<file path="src/rtl/glide_slewer.sv">
// glide_slewer: slews a DDS tuning word toward a requested target.
// Each tick_en moves phase_inc_o one step toward the target, clamped so it
// never overshoots, wraps or underflows. done_o pulses once when the target
// is reached.
// Optional exponential glide is enabled by defining GLIDE_EXP_EN. In that
// build, with exp_mode_i = 1, the step is max(|target - phase| >> step_i[4:0], 1).
//
// state | meaning
// ------+---------------------------------------------------------------
// IDLE  | phase_inc_o equals the target (or no target loaded); holding
// UP    | phase_inc_o below target; adds step on each tick
// DOWN  | phase_inc_o above target; subtracts step on each tick
module glide_slewer #(
  parameter int WORD_BITS = 32,
  parameter int RATE_BITS = 16
) (
  input  logic                 clk,
  input  logic                 n_rst,
  input  logic                 tick_en,
  input  logic [WORD_BITS-1:0] target_i,
  input  logic                 target_valid,
  input  logic [RATE_BITS-1:0] step_i,
  input  logic                 exp_mode_i,
  output logic [WORD_BITS-1:0] phase_inc_o,
  output logic                 gliding_o,
  output logic                 done_o
);

  localparam logic [1:0] IDLE = 2'd0;
  localparam logic [1:0] UP   = 2'd1;
  localparam logic [1:0] DOWN = 2'd2;

  logic [1:0]           state_q, state_d;
  logic [WORD_BITS-1:0] phase_q, phase_d;
  logic [WORD_BITS-1:0] target_q, target_d;
  logic                 done_q, done_d;

  logic [WORD_BITS-1:0] step_w;
  logic                 lin_zero;
  logic [WORD_BITS:0]   sum_w;
  logic [WORD_BITS:0]   diff_w;

`ifdef GLIDE_EXP_EN
  logic [WORD_BITS-1:0] delta_w;
  logic [WORD_BITS-1:0] shifted_w;

  // Step size: exponential (distance-proportional, floor 1) or linear
  always_comb begin
    delta_w   = (state_q == DOWN) ? (phase_q - target_q) : (target_q - phase_q);
    shifted_w = delta_w >> step_i[4:0];
    if (exp_mode_i) begin
      step_w   = (shifted_w == '0) ? WORD_BITS'(1) : shifted_w;
      lin_zero = 1'b0;
    end else begin
      step_w   = WORD_BITS'(step_i);
      lin_zero = (step_i == '0);
    end
  end
`else
  logic unused_exp_mode;
  assign unused_exp_mode = exp_mode_i;

  // Step size: linear only, step_i zero-extended to the word width
  always_comb begin
    step_w   = WORD_BITS'(step_i);
    lin_zero = (step_i == '0);
  end
`endif

  // One extra bit catches carry out of the add and borrow out of the subtract
  assign sum_w  = {1'b0, phase_q} + {1'b0, step_w};
  assign diff_w = {1'b0, phase_q} - {1'b0, step_w};

  // Next-state logic: target load takes priority over stepping
  always_comb begin
    state_d  = state_q;
    phase_d  = phase_q;
    target_d = target_q;
    done_d   = 1'b0;
    if (target_valid) begin
      target_d = target_i;
      if (target_i == phase_q) begin
        state_d = IDLE;
        done_d  = 1'b1;
      end else if (lin_zero) begin
        // A zero linear rate means "jump now" rather than "never arrive"
        phase_d = target_i;
        state_d = IDLE;
        done_d  = 1'b1;
      end else if (target_i > phase_q) begin
        state_d = UP;
      end else begin
        state_d = DOWN;
      end
    end else if (tick_en) begin
      case (state_q)
        UP: begin
          if (sum_w >= {1'b0, target_q}) begin
            phase_d = target_q;
            state_d = IDLE;
            done_d  = 1'b1;
          end else begin
            phase_d = sum_w[WORD_BITS-1:0];
          end
        end
        DOWN: begin
          if (diff_w[WORD_BITS] || (diff_w[WORD_BITS-1:0] <= target_q)) begin
            phase_d = target_q;
            state_d = IDLE;
            done_d  = 1'b1;
          end else begin
            phase_d = diff_w[WORD_BITS-1:0];
          end
        end
        IDLE: begin
          state_d = IDLE;
        end
        default: begin
          state_d = IDLE;
        end
      endcase
    end
  end

  // State, tuning word, target and done registers
  always_ff @(posedge clk or negedge n_rst) begin
    if (!n_rst) begin
      state_q  <= IDLE;
      phase_q  <= '0;
      target_q <= '0;
      done_q   <= 1'b0;
    end else begin
      state_q  <= state_d;
      phase_q  <= phase_d;
      target_q <= target_d;
      done_q   <= done_d;
    end
  end

  assign phase_inc_o = phase_q;
  assign gliding_o   = (state_q == UP) || (state_q == DOWN);
  assign done_o      = done_q;

endmodule

</file>
<file path="config.mk">
export PLATFORM = sky130hd
export DESIGN_NAME = glide_slewer
export DESIGN_NICKNAME = d
export VERILOG_FILES = /design/src/rtl/glide_slewer.sv
export SDC_FILE = /design/constraint.sdc
export NUM_CORES = 1
export LEC_CHECK = 0
export CAP_MARGIN = 20
export CORE_ASPECT_RATIO = 2
export CORE_MARGIN = 2
export CORE_UTILIZATION = 53
export CTS_CLUSTER_DIAMETER = 60
export DETAILED_ROUTE_END_ITERATION = 8
export PLACE_DENSITY = 0.78
export SETUP_SLACK_MARGIN = 0.2
export SLEW_MARGIN = 0
export SYNTH_ARGS = -nofsm -noshare
export SYNTH_HDL_FRONTEND = slang
export SYNTH_SLANG_ARGS = --single-unit
</file>
<file path="constraint.sdc">
create_clock -name clk -period 4.5 [get_ports clk]
set_input_delay 0.45 -clock clk [delete_from_list [all_inputs] [get_ports clk]]
set_output_delay 0.45 -clock clk [all_outputs]
set_load 0.01 [all_outputs]
</file>
==> flow_summary.ini, run 1 <==
[outcome]
status = aborted with a tool error
haltStage = global routing (5_1_grt)
stop_error = [ERROR GRT-0232] Routing congestion too high. Check the congestion heatmap in the GUI.

[clock_tree]
cts_sinks = 67
htree_levels = 3
cts_made_buffers = 9
clockBufferDepth = 2
holdBufCountCts = 0
cts-root-buf = clkbuf_16

[floorplan]
die_y_um = 180
floorplan.initialDensity_pct = 53.9
pin_count = 87
fp-row-count = 64
die-width_um = 92.2

[logic_synthesis]
yosysTopAreaCellShare_pct = 20.3
async_flop_share_pct = 100
synth_area_leader_cell = dfrtp_1
synth_edf_count = 0
netlist_top_cells_area = dfrtp_1 20%, ha_1 20%, xnor2_1 5.5%, a21oi_1 5.1%, o21ai_0 4.9%
syn_avg_cell_area_um2 = 8.14
yosysMostFrequentCell = ha_1
synth_cell_type_count = 81
syn_nets = 1197
synth-seq-area-share_pct = 20.3
ys_top_cells_by_count = 130 x ha_1, 98 x inv_1, 84 x a21oi_1
yosysWarnings = 0
ys_ff_latch = 67
syn_inst = 1012
synthFlopType = dfrtp_1
netlist_area_mm2 = 0.00824

[place]
dp_hpwl_mm = 25.5
port_buffers = 85
routabilityCongestion = 1.05

[grt]
grtUsageTotal_pct = 55.8
globalRouteOverflowTotal = 16
grt_max_degree = 75

[timing]
crit_endpoint = phase_inc_o[27]$_DFFE_PN0P_/D
worstEpCategory = sequential cell input
## layer usage
metal	GRT usage, %	overflow
met2	83.4	8
met4	60.7	8
met5	1.54	0
met1	53.3	0
met3	24.4	0
## timing repair
item	4_1_cts
cloned	7
buffers inserted	28
pin swaps	46
gates resized for setup	112
endpoints found under the setup margin	35
## cell families after synthesis
family | Yosys count | synth area share (%)
multiplexers | 1 | 0.137
adder cells (fa/ha/maj) | 132 | 20.2
XOR/XNOR | 55 | 5.84
buffers and inverters | 154 | 8.29
flip-flops | 67 | 20.3
AO/OA/AOI/OAI | 307 | 25.5
AND/OR/NAND/NOR | 296 | 19.7
## stage by stage
stage / util [%] / instance area (um2) / setup TNS, ns / worst slack, ns / std cells
global placement: 70.8 / 10800 / -33.11 / -1.07 / 1465
detailed placement: 70.8 / 10800 / -36.18 / -1.14 / 1465
CTS: 78.9 / 12100 / -8.17 / -0.294 / 1514
floorplan: - / 8270 / 0 / 0.201 / 1012
==> run 2: changes to the inputs <==
- CORE_ASPECT_RATIO: 2 -> default
- CORE_UTILIZATION: 53 -> 40
- CTS_CLUSTER_DIAMETER: 60 -> default
- PLACE_DENSITY: 0.78 -> default
- PLACE_DENSITY_LB_ADDON: default -> 0.15
- SETUP_SLACK_MARGIN: 0.2 -> default
- clock period: 4.5 -> 5.9 ns (I/O delays scaled with it)
==> run 2 against run 1 <==
  * The flow now finishes without violations
  * Synthesized area did not move
  * Synthesized cell count did not move
==> flow_summary.ini, run 2 <==
[outcome]
status = finished clean

[setup_path]
critPathRequiredTime_ns = 6.10
startpoint = step_i[0]
cp-end-kind = flip-flop
critPathMostFrequentCell = buf_4
worstPathMaxFanout = 10
timing.rr.start = phase_inc_o[0]
critPathArrivalTime_ns = 5.76
critical_path_class = primary input to flip-flop
max_stage_delay_ns = 0.78
crit_path_cell_trace = clkdlybuf4s50_1, buf_4, ha_1, nor3b_1, o31ai_2, a21oi_1, o41ai_4, buf_4, a2111oi_2, xnor2_1, ha_1, nand4_1, or4_1, nor2_1, nand2_1, o2111ai_1, buf_4, nor3_4, buf_4, a221oi_1, o221ai_1
slowest_stage = o41ai_4
start_kind = primary input

[logic_synthesis]
netlist_area_mm2 = 0.00824
ys_top_cells_by_count = 130 x ha_1, 98 x inv_1, 84 x a21oi_1
synth-seq-area-share_pct = 20.3
syn_avg_cell_area_um2 = 8.14
synthFlopType = dfrtp_1
syn_inst = 1012
syn_nets = 1197
yosysTopAreaCellShare_pct = 20.3
yosysMostFrequentCell = ha_1
synth_edf_count = 0
yosysWarnings = 0
synth_area_leader_cell = dfrtp_1
netlist_top_cells_area = dfrtp_1 20%, ha_1 20%, xnor2_1 5.5%, a21oi_1 5.1%, o21ai_0 4.9%
ys_ff_latch = 67
async_flop_share_pct = 100
synth_cell_type_count = 81

[clock_tree]
cts-root-buf = clkbuf_16
ctsResizeCount = 0
cts_tree = built
worstSkewPairLatency_ns = 0.35
postCtsSetupBuffers = 0
cts_made_buffers = 9
cts_sinks = 67
cts.clk_slew.worst_paths_ns = 0.06
clockBufferDepth = 2
htree_levels = 3
holdBufCountCts = 0

[drt]
routed-via-count = 7979
dr.first_iter.drc_count = 547
post-route-drc-count = 0
routed_via_density = 5.85
wl_per_cell_um = 20.4
routed_wl_mm = 27.8
ant_nets = 0
dr.pass1.iters = 5

[power]
ir_drop_mv = 0.202
pwr_density_cell_mw_per_mm2 = 564
leakage_nw = 4.17

[finish]
mostFrequentLayoutCell = ha_1
mostFrequentLayoutCells = 130 x ha_1, 98 x inv_1, 84 x a21oi_1
post-route-util_pct = 48.2
drive_gt1_share_pct = 8.31
diodes = 0
area_growth_pct = 18.4
fin_cells = 1365
fill_cells = 2002
final_net_count = 1275

[timing]
rsz0062_at_grt = no
finalSetupViolCount = 0
whs_ns = 0.380
period_needed_ns = 5.56
timing.fmax_mhz = 180
slew_headroom_pct = 36.0
hold_violations = 0
drv_slew = 0
fin_crit_sh_pct = 94.2
worst_pin_slew_ns = 0.959
clock_skew_ns = 0.00918

[grt]
grt_pass1_wl_mm = 44.5
grt_max_degree = 98
antenna_found_initial = 1
globalRouteOverflowTotal = 0
grtUsageTotal_pct = 26.1
grt_pass1_vias = 7955

[floorplan]
coreArea_mm2 = 0.0202
die-width_um = 148
die-area_mm2 = 0.0218
pin_count = 87
fp-row-count = 52
floorplan.initialDensity_pct = 40.7
die_y_um = 148

[place]
routabilityCongestion = 0.922
port_buffers = 85
dp_cells = 1349
dp_hpwl_mm = 20.8

[run]
drv_cap = 0

[hold_path]
hp-class = primary input to asynchronous set/reset pin
[run 2: cell counts after synthesis]
No cell type changed its count.
[run 2: final cells by class]
| type | count | area, um2 | area share [%] |
|---|---|---|---|
| multi-input combinational | 791 | 5890 | 60.4 |
| clock buffer | 10 | 229 | 2.35 |
| tap | 270 | 338 | 3.46 |
| timing repair buffer | 120 | 1160 | 11.8 |
| inverter | 101 | 379 | 3.88 |
| sequential | 67 | 1680 | 17.2 |
| clock inverter | 6 | 88.8 | 0.910 |
[run 2: path summary, 6_finish.rpt]
| path | endpoint | slack, ns | cells after the start |
|---|---|---|---|
| worst min register to register | target_q[24] | 0.52 | 2 |
| worst min-delay path | target_q[15] | 0.38 | 1 |
| min in group clk | target_q[24] | 0.52 | 2 |
| worst max-delay path | phase_inc_o[24] | 0.34 | 21 |
| worst max register to register | phase_inc_o[24] | 0.58 | 20 |
| max in group asynchronous | done_o | 4.89 | 1 |
[run 2: per-layer routing]
layer | global-route usage, % | share of wire (%)
met3 | 3.98 | 5.8
met1 | 35.5 | 46
met5 | 0 | 0.047
met2 | 42.7 | 46
met4 | 8.27 | 2.3
[run 2: worst max-delay path: cells and delay by family]
kind / cells / cell delay [ns]
compound gates: 7 / 2.05
xor+xnor: 1 / 0.18
simple gates: 6 / 1.17
fa+ha+maj: 2 / 0.52
buf+inv: 5 / 1.25
[run 2: metrics by stage]
| step | setup TNS (ns) | power (mW) | setup slack [ns] | area, um2 |
|---|---|---|---|---|
| after global routing | 0 | 5.98 | 0.0303 | 9760 |
| after floorplan | 0 | 3.52 | 1.33 | 8240 |
| after global placement | 0 | 4.81 | 0.0319 | 9440 |
| after CTS | 0 | 5.47 | 0.350 | 9760 |
| final | 0 | 5.50 | 0.342 | 9760 |
| after detailed placement | -0.0244 | 4.83 | -0.0146 | 9440 |
[run 2: logic make-up (layout without fill, tap and decap cells)]
logic type               count (synthesis)  in the layout  synth area share [%]
AO/OA/AOI/OAI                          307            307                  25.5
AND/OR/NAND/NOR                        296            296                  19.7
buffers and inverters                  154            237                  8.29
adder cells (fa/ha/maj)                132            132                  20.2
flip-flops                              67             67                  20.3
XOR/XNOR                                55             55                  5.84
multiplexers                             1              1                 0.137
[run 2: report_power, final]
group	switching [mW]	leakage (nW)	total (mW)	internal (mW)
clock	0.246	0.149	0.618	0.372
combinational	2.35	3.23	4.02	1.67
sequential	0.266	0.787	0.864	0.598
No activity file was read; power rests on OpenSTA's default activity.
